## config.mk

```make
export PLATFORM = sky130hd
export DESIGN_NAME = ps2_keyboard_decoder
export DESIGN_NICKNAME = d
export VERILOG_FILES = /design/src/rtl/ps2_keyboard_decoder.sv
export SDC_FILE = /design/constraint.sdc
export NUM_CORES = 1
export LEC_CHECK = 0
export ABC_CLOCK_PERIOD_IN_PS = 2450
export BUFFER_PORTS_ARGS = -buffer_cell sky130_fd_sc_hd__buf_2
export CAP_MARGIN = 20
export CORE_ASPECT_RATIO = 0.8
export CORE_UTILIZATION = 35
export CTS_CLUSTER_DIAMETER = 80
export DETAILED_ROUTE_END_ITERATION = 6
export GPL_TIMING_DRIVEN = 0
export PLACE_DENSITY = 0.6
export SYNTH_ARGS = -nofsm -noshare
export SYNTH_HDL_FRONTEND = slang
export SYNTH_SLANG_ARGS = --single-unit
```

## constraint.sdc

```tcl
create_clock -name clk -period 2.45 [get_ports clk]
set_input_delay 0.3675 -clock clk [delete_from_list [all_inputs] [get_ports clk]]
set_output_delay 0.3675 -clock clk [all_outputs]
set_load 0.02 [all_outputs]
```

## src/rtl/ps2_keyboard_decoder.sv

```systemverilog
// PS/2 keyboard receiver: synchronizes and filters the device clock, deserializes
// 11-bit frames, strips F0/E0 prefixes, and reports one scan code per key event.
// Optional feature macro PS2_TIMEOUT_EN: abandons a stalled frame after TIMEOUT
// system-clock cycles without a filtered ps2_clk falling edge.
module ps2_keyboard_decoder #(
    parameter int FILTER_LEN = 8,
    parameter int TIMEOUT    = 50000
) (
    input  logic       clk,
    input  logic       rst_n,
    input  logic       ps2_clk,
    input  logic       ps2_data,
    output logic [7:0] keycode,
    output logic [7:0] key_status
);

    localparam int FCNT_W = $clog2(FILTER_LEN + 1);

    typedef enum logic [1:0] {S_IDLE, S_DATA, S_PARITY, S_STOP} state_t;

    // The filter counter and the timeout compare need sane parameter values.
    if (FILTER_LEN < 2 || TIMEOUT < 2) begin : g_param_check
        $error("ps2_keyboard_decoder: FILTER_LEN and TIMEOUT must be at least 2");
    end

    logic [1:0]        clk_sync_q, clk_sync_d;
    logic [1:0]        data_sync_q, data_sync_d;
    logic              filt_q, filt_d;
    logic              filt_prev_q, filt_prev_d;
    logic [FCNT_W-1:0] fcnt_q, fcnt_d;
    state_t            state_q, state_d;
    logic [2:0]        bit_cnt_q, bit_cnt_d;
    logic [7:0]        shift_q, shift_d;
    logic              parity_q, parity_d;
    logic              brk_pend_q, brk_pend_d;
    logic              ext_pend_q, ext_pend_d;
    logic [7:0]        keycode_q, keycode_d;
    logic              brk_q, brk_d;
    logic              ext_q, ext_d;
    logic              err_q, err_d;
    logic              strobe_q, strobe_d;

    logic clk_s;
    logic data_s;
    logic fall;
    logic frame_ok;

    assign clk_s    = clk_sync_q[1];
    assign data_s   = data_sync_q[1];
    assign fall     = filt_prev_q & ~filt_q;
    // Odd parity over data+parity, and the stop bit (sampled this edge) must be 1.
    assign frame_ok = (^{shift_q, parity_q}) & data_s;

    assign keycode    = keycode_q;
    assign key_status = {4'b0000, err_q, ext_q, strobe_q, brk_q};

    // Synchronizers and glitch filter: level flips after FILTER_LEN differing samples.
    always_comb begin
        clk_sync_d  = {clk_sync_q[0], ps2_clk};
        data_sync_d = {data_sync_q[0], ps2_data};
        filt_d      = filt_q;
        filt_prev_d = filt_q;
        fcnt_d      = '0;
        if (clk_s != filt_q) begin
            if (fcnt_q == FCNT_W'(FILTER_LEN - 1)) begin
                filt_d = clk_s;
            end else begin
                fcnt_d = fcnt_q + FCNT_W'(1);
            end
        end
    end

    // Input-side state registers, idle-high out of reset.
    always_ff @(posedge clk or negedge rst_n) begin
        if (!rst_n) begin
            clk_sync_q  <= 2'b11;
            data_sync_q <= 2'b11;
            filt_q      <= 1'b1;
            filt_prev_q <= 1'b1;
            fcnt_q      <= '0;
        end else begin
            clk_sync_q  <= clk_sync_d;
            data_sync_q <= data_sync_d;
            filt_q      <= filt_d;
            filt_prev_q <= filt_prev_d;
            fcnt_q      <= fcnt_d;
        end
    end

`ifdef PS2_TIMEOUT_EN
    localparam int TO_W = $clog2(TIMEOUT + 1);
    logic [TO_W-1:0] to_cnt_q, to_cnt_d;
    logic            timeout_hit;

    // Cycles since the last falling edge while a frame is in progress.
    always_comb begin
        to_cnt_d    = (state_q == S_IDLE || fall) ? '0 : to_cnt_q + TO_W'(1);
        timeout_hit = (state_q != S_IDLE) && !fall && (to_cnt_q == TO_W'(TIMEOUT - 1));
    end

    // Timeout counter register.
    always_ff @(posedge clk or negedge rst_n) begin
        if (!rst_n) begin
            to_cnt_q <= '0;
        end else begin
            to_cnt_q <= to_cnt_d;
        end
    end
`else
    logic timeout_hit;
    assign timeout_hit = 1'b0;
`endif

    // Frame FSM, prefix tracking and output updates (visible the cycle after evaluation).
    always_comb begin
        state_d    = state_q;
        bit_cnt_d  = bit_cnt_q;
        shift_d    = shift_q;
        parity_d   = parity_q;
        brk_pend_d = brk_pend_q;
        ext_pend_d = ext_pend_q;
        keycode_d  = keycode_q;
        brk_d      = brk_q;
        ext_d      = ext_q;
        err_d      = err_q;
        strobe_d   = 1'b0;
        case (state_q)
            S_IDLE: begin
                if (fall && !data_s) begin
                    state_d   = S_DATA;
                    bit_cnt_d = 3'd0;
                end
            end
            S_DATA: begin
                if (fall) begin
                    shift_d   = {data_s, shift_q[7:1]};
                    bit_cnt_d = bit_cnt_q + 3'd1;
                    if (bit_cnt_q == 3'd7) begin
                        state_d = S_PARITY;
                    end
                end
            end
            S_PARITY: begin
                if (fall) begin
                    parity_d = data_s;
                    state_d  = S_STOP;
                end
            end
            S_STOP: begin
                if (fall) begin
                    state_d = S_IDLE;
                    if (!frame_ok) begin
                        err_d      = 1'b1;
                        brk_pend_d = 1'b0;
                        ext_pend_d = 1'b0;
                    end else if (shift_q == 8'hF0) begin
                        brk_pend_d = 1'b1;
                    end else if (shift_q == 8'hE0) begin
                        ext_pend_d = 1'b1;
                    end else begin
                        keycode_d  = shift_q;
                        brk_d      = brk_pend_q;
                        ext_d      = ext_pend_q;
                        err_d      = 1'b0;
                        strobe_d   = 1'b1;
                        brk_pend_d = 1'b0;
                        ext_pend_d = 1'b0;
                    end
                end
            end
            default: state_d = S_IDLE;
        endcase
        if (timeout_hit) begin
            state_d    = S_IDLE;
            brk_pend_d = 1'b0;
            ext_pend_d = 1'b0;
            err_d      = 1'b1;
        end
    end

    // FSM and output registers.
    always_ff @(posedge clk or negedge rst_n) begin
        if (!rst_n) begin
            state_q    <= S_IDLE;
            bit_cnt_q  <= 3'd0;
            shift_q    <= 8'h00;
            parity_q   <= 1'b0;
            brk_pend_q <= 1'b0;
            ext_pend_q <= 1'b0;
            keycode_q  <= 8'h00;
            brk_q      <= 1'b0;
            ext_q      <= 1'b0;
            err_q      <= 1'b0;
            strobe_q   <= 1'b0;
        end else begin
            state_q    <= state_d;
            bit_cnt_q  <= bit_cnt_d;
            shift_q    <= shift_d;
            parity_q   <= parity_d;
            brk_pend_q <= brk_pend_d;
            ext_pend_q <= ext_pend_d;
            keycode_q  <= keycode_d;
            brk_q      <= brk_d;
            ext_q      <= ext_d;
            err_q      <= err_d;
            strobe_q   <= strobe_d;
        end
    end

endmodule

```

==> run metrics <==
placement row count 22; FFs w/ async S/R, synth 100%; clock slew seen by the registers of the worst setup and hold paths 80 ps; final global-route overflow total 0; H-tree Lvls 2; Cells after Synth 137; CP Max Fanout 10; total track usage 12.7%; Antenna Cells 0; vias in the first global route 1119; Final Skew 4.30 ps; antenna violations before repair 0; Rel. slew slack 45.7%; Synth Flop Type dfrtp_1; Setup TNS Final 0 ps; synthesis-to-layout area growth 15.6%; Routed Antenna Nets 0; routed vias 1049; Initial Util 37.5%; Setup CP Type reg2reg; largest net degree at the start of global routing 39; WL/cell 12.7 microns; DRC 0; Power per Cell Area 914 mW/mm^2; final setup margin 275 ps; max cap viols 0; most frequent cells in the layout dfrtp_1 (32), mux2_2 (20), buf_2 (15); Final #Nets 174; initial drt markers 59; WL final 2820 microns; CTS buffer count 5; Setup crit end kind register; Leak 1.03 nW; CTS tree built; Die ar. 0.00534 sq mm; Clock Tree Root clkbuf_8; Clock Tree Buf Depth 2; final period utilization 88.8%; arrival time worst endpoint 2350 ps; area of the core 0.00471 sq mm; met2 GRT Util 19.5%; Max Freq 0.460 GHz; Most Crowded Layer GR met2; worst min path class in2async; TritonRoute pass-1 iters 4; Mapped Area 0.00177 sq mm; fin. max-slew vios 0; GPL Wtd Cong 0.718; status finished, final reports clean; first-pass GRT wire length 5010 microns; VDD IR-drop max 0.410 mV; min cycle time layout 2180 ps; final setup fails 0; Die X 81.4 microns; Place WS 275 ps; Startpoint Class register; CTS sink cnt 38; Worst EP required 2620 ps; Fin. Hold Viols 0; vias per cell 4.70; HPWL Detailed 2070 microns; synth unique cells 33; most common cell after layout, fill and taps aside dfrtp_1; Die Y-Extent 65.5 microns; syn_area_per_cell 12.9 sq um; #FFs+latches synth 38; number of synthesized flops with an enable pin 0; clk_lat worst skew 290 ps; worst-margin pin slew 814 ps; met1 usage 16.2%; sequential share of the synthesized area 54.2%; number of setup buffers added after CTS 0; RSZ-0062 raised after global routing false; PostCTS Resize Cnt 0; Hold-fix buffers, CTS 0; GRT met3 Usage 4.31%; layout cells sized above 1 36.2%; Port Buffers 15; I/O pins 20; warnings from Yosys 0
==> synthesized netlist by cell type (2+ instances only) <==
cell type | instances | share of area (%)
inv_1 | 4 | 0.85
nand2_1 | 7 | 1.5
nand3b_1 | 3 | 1.3
dfrtp_1 | 32 | 45
o21ai_0 | 6 | 1.7
buf_4 | 8 | 3.4
nor2b_1 | 2 | 0.71
and2_1 | 2 | 0.71
a21oi_1 | 4 | 1.1
dfstp_2 | 6 | 8.9
a22o_1 | 2 | 0.99
mux2_2 | 20 | 13
xnor2_1 | 5 | 2.5
nor3_1 | 3 | 0.85
mux2i_1 | 2 | 1.1
ha_1 | 8 | 5.7
nor2_1 | 7 | 1.5
==> state kept, by name (all words and copies together) (netlist names) <==
register and count:
filt_prev_q 1, state_q 2, strobe_q 1, ext_q 1
fcnt_q 4, brk_q 1, parity_q 1, shift_q 8
ext_pend_q 1, brk_pend_q 1, bit_cnt_q 3, filt_prev_d 1
keycode 8, err_q 1, data_sync_q 2, clk_sync_q 2
==> path summary, 6_finish.rpt <==
path / from / to / slack, ps / depth (start not counted)
setup / recovery: state_q[1] / keycode[3] / 270 / 6
hold / removal: rst_n / shift_q[0] / 170 / 1
setup reg to reg: state_q[1] / keycode[3] / 270 / 6
hold reg to reg: data_sync_q[0] / data_sync_q[1] / 360 / 0
max in group asynchronous: rst_n / brk_q / 1770 / 1
min in group clk: ps2_data / data_sync_q[0] / 170 / 1
==> metal layers <==
| layer | routed length, microns | part of all wire, % | up-vias |
|---|---|---|---|
| met5 | 0 | 0 | - |
| met4 | 48 | 1.7 | 0 |
| met3 | 133 | 4.7 | 7 |
| met2 | 1280 | 45 | 19 |
| met1 | 1360 | 48 | 505 |
| li1 | - | - | 518 |
==> worst max-delay path, cell delays in order (launching register included) <==
cell and delay, ps:
dfrtp_1 390, ha_1 220, nand3b_1 210, a2111o_1 440, mux2i_1 260, buf_6 200, mux2_2 340
==> kinds of logic (layout without fill, tap and decap cells) <==
family / count (synthesis) / after routing / synth area share, %
AOI/OAI and AO/OA: 18 / 18 / 6.73
other: 1 / 4 / 0.212
adders and majority gates: 8 / 8 / 5.67
and+or+nand+nor: 29 / 29 / 8.78
DFF: 38 / 38 / 54.2
xor gates and xnor gates: 8 / 8 / 5.59
muxes: 22 / 22 / 13.9
buffers and inverters: 13 / 36 / 4.89
==> area by class of cell <==
cell class	instances	area [sq um]
buffer	9	71.3
clock buffer	5	68.8
clock inverter	3	45.0
fill	442	2670
inverter	4	15.0
multi-input combinational	89	733
sequential	38	958
tap	60	75.1
timing repair buffer	15	75.1
==> power breakdown <==
| part | total [mW] | switching, mW | internal, mW |
|---|---|---|---|
| registers | 0.832 | 0.0928 | 0.739 |
| logic | 0.511 | 0.249 | 0.262 |
| clock network | 0.523 | 0.221 | 0.303 |
==> through the flow <==
stage	instance area [sq um]	std cells	utilization, %	total power [mW]	hold WS [ps]
after floorplan	1780	140	-	1.23	71.9
after global placement	1930	215	41.0	1.31	347
after detailed placement	1930	215	41.0	1.36	348
after CTS	2040	223	43.4	1.89	156
after global routing	2040	223	43.4	2.00	150
final	2040	223	43.4	1.87	169
Power figures use the tool's default switching activity.
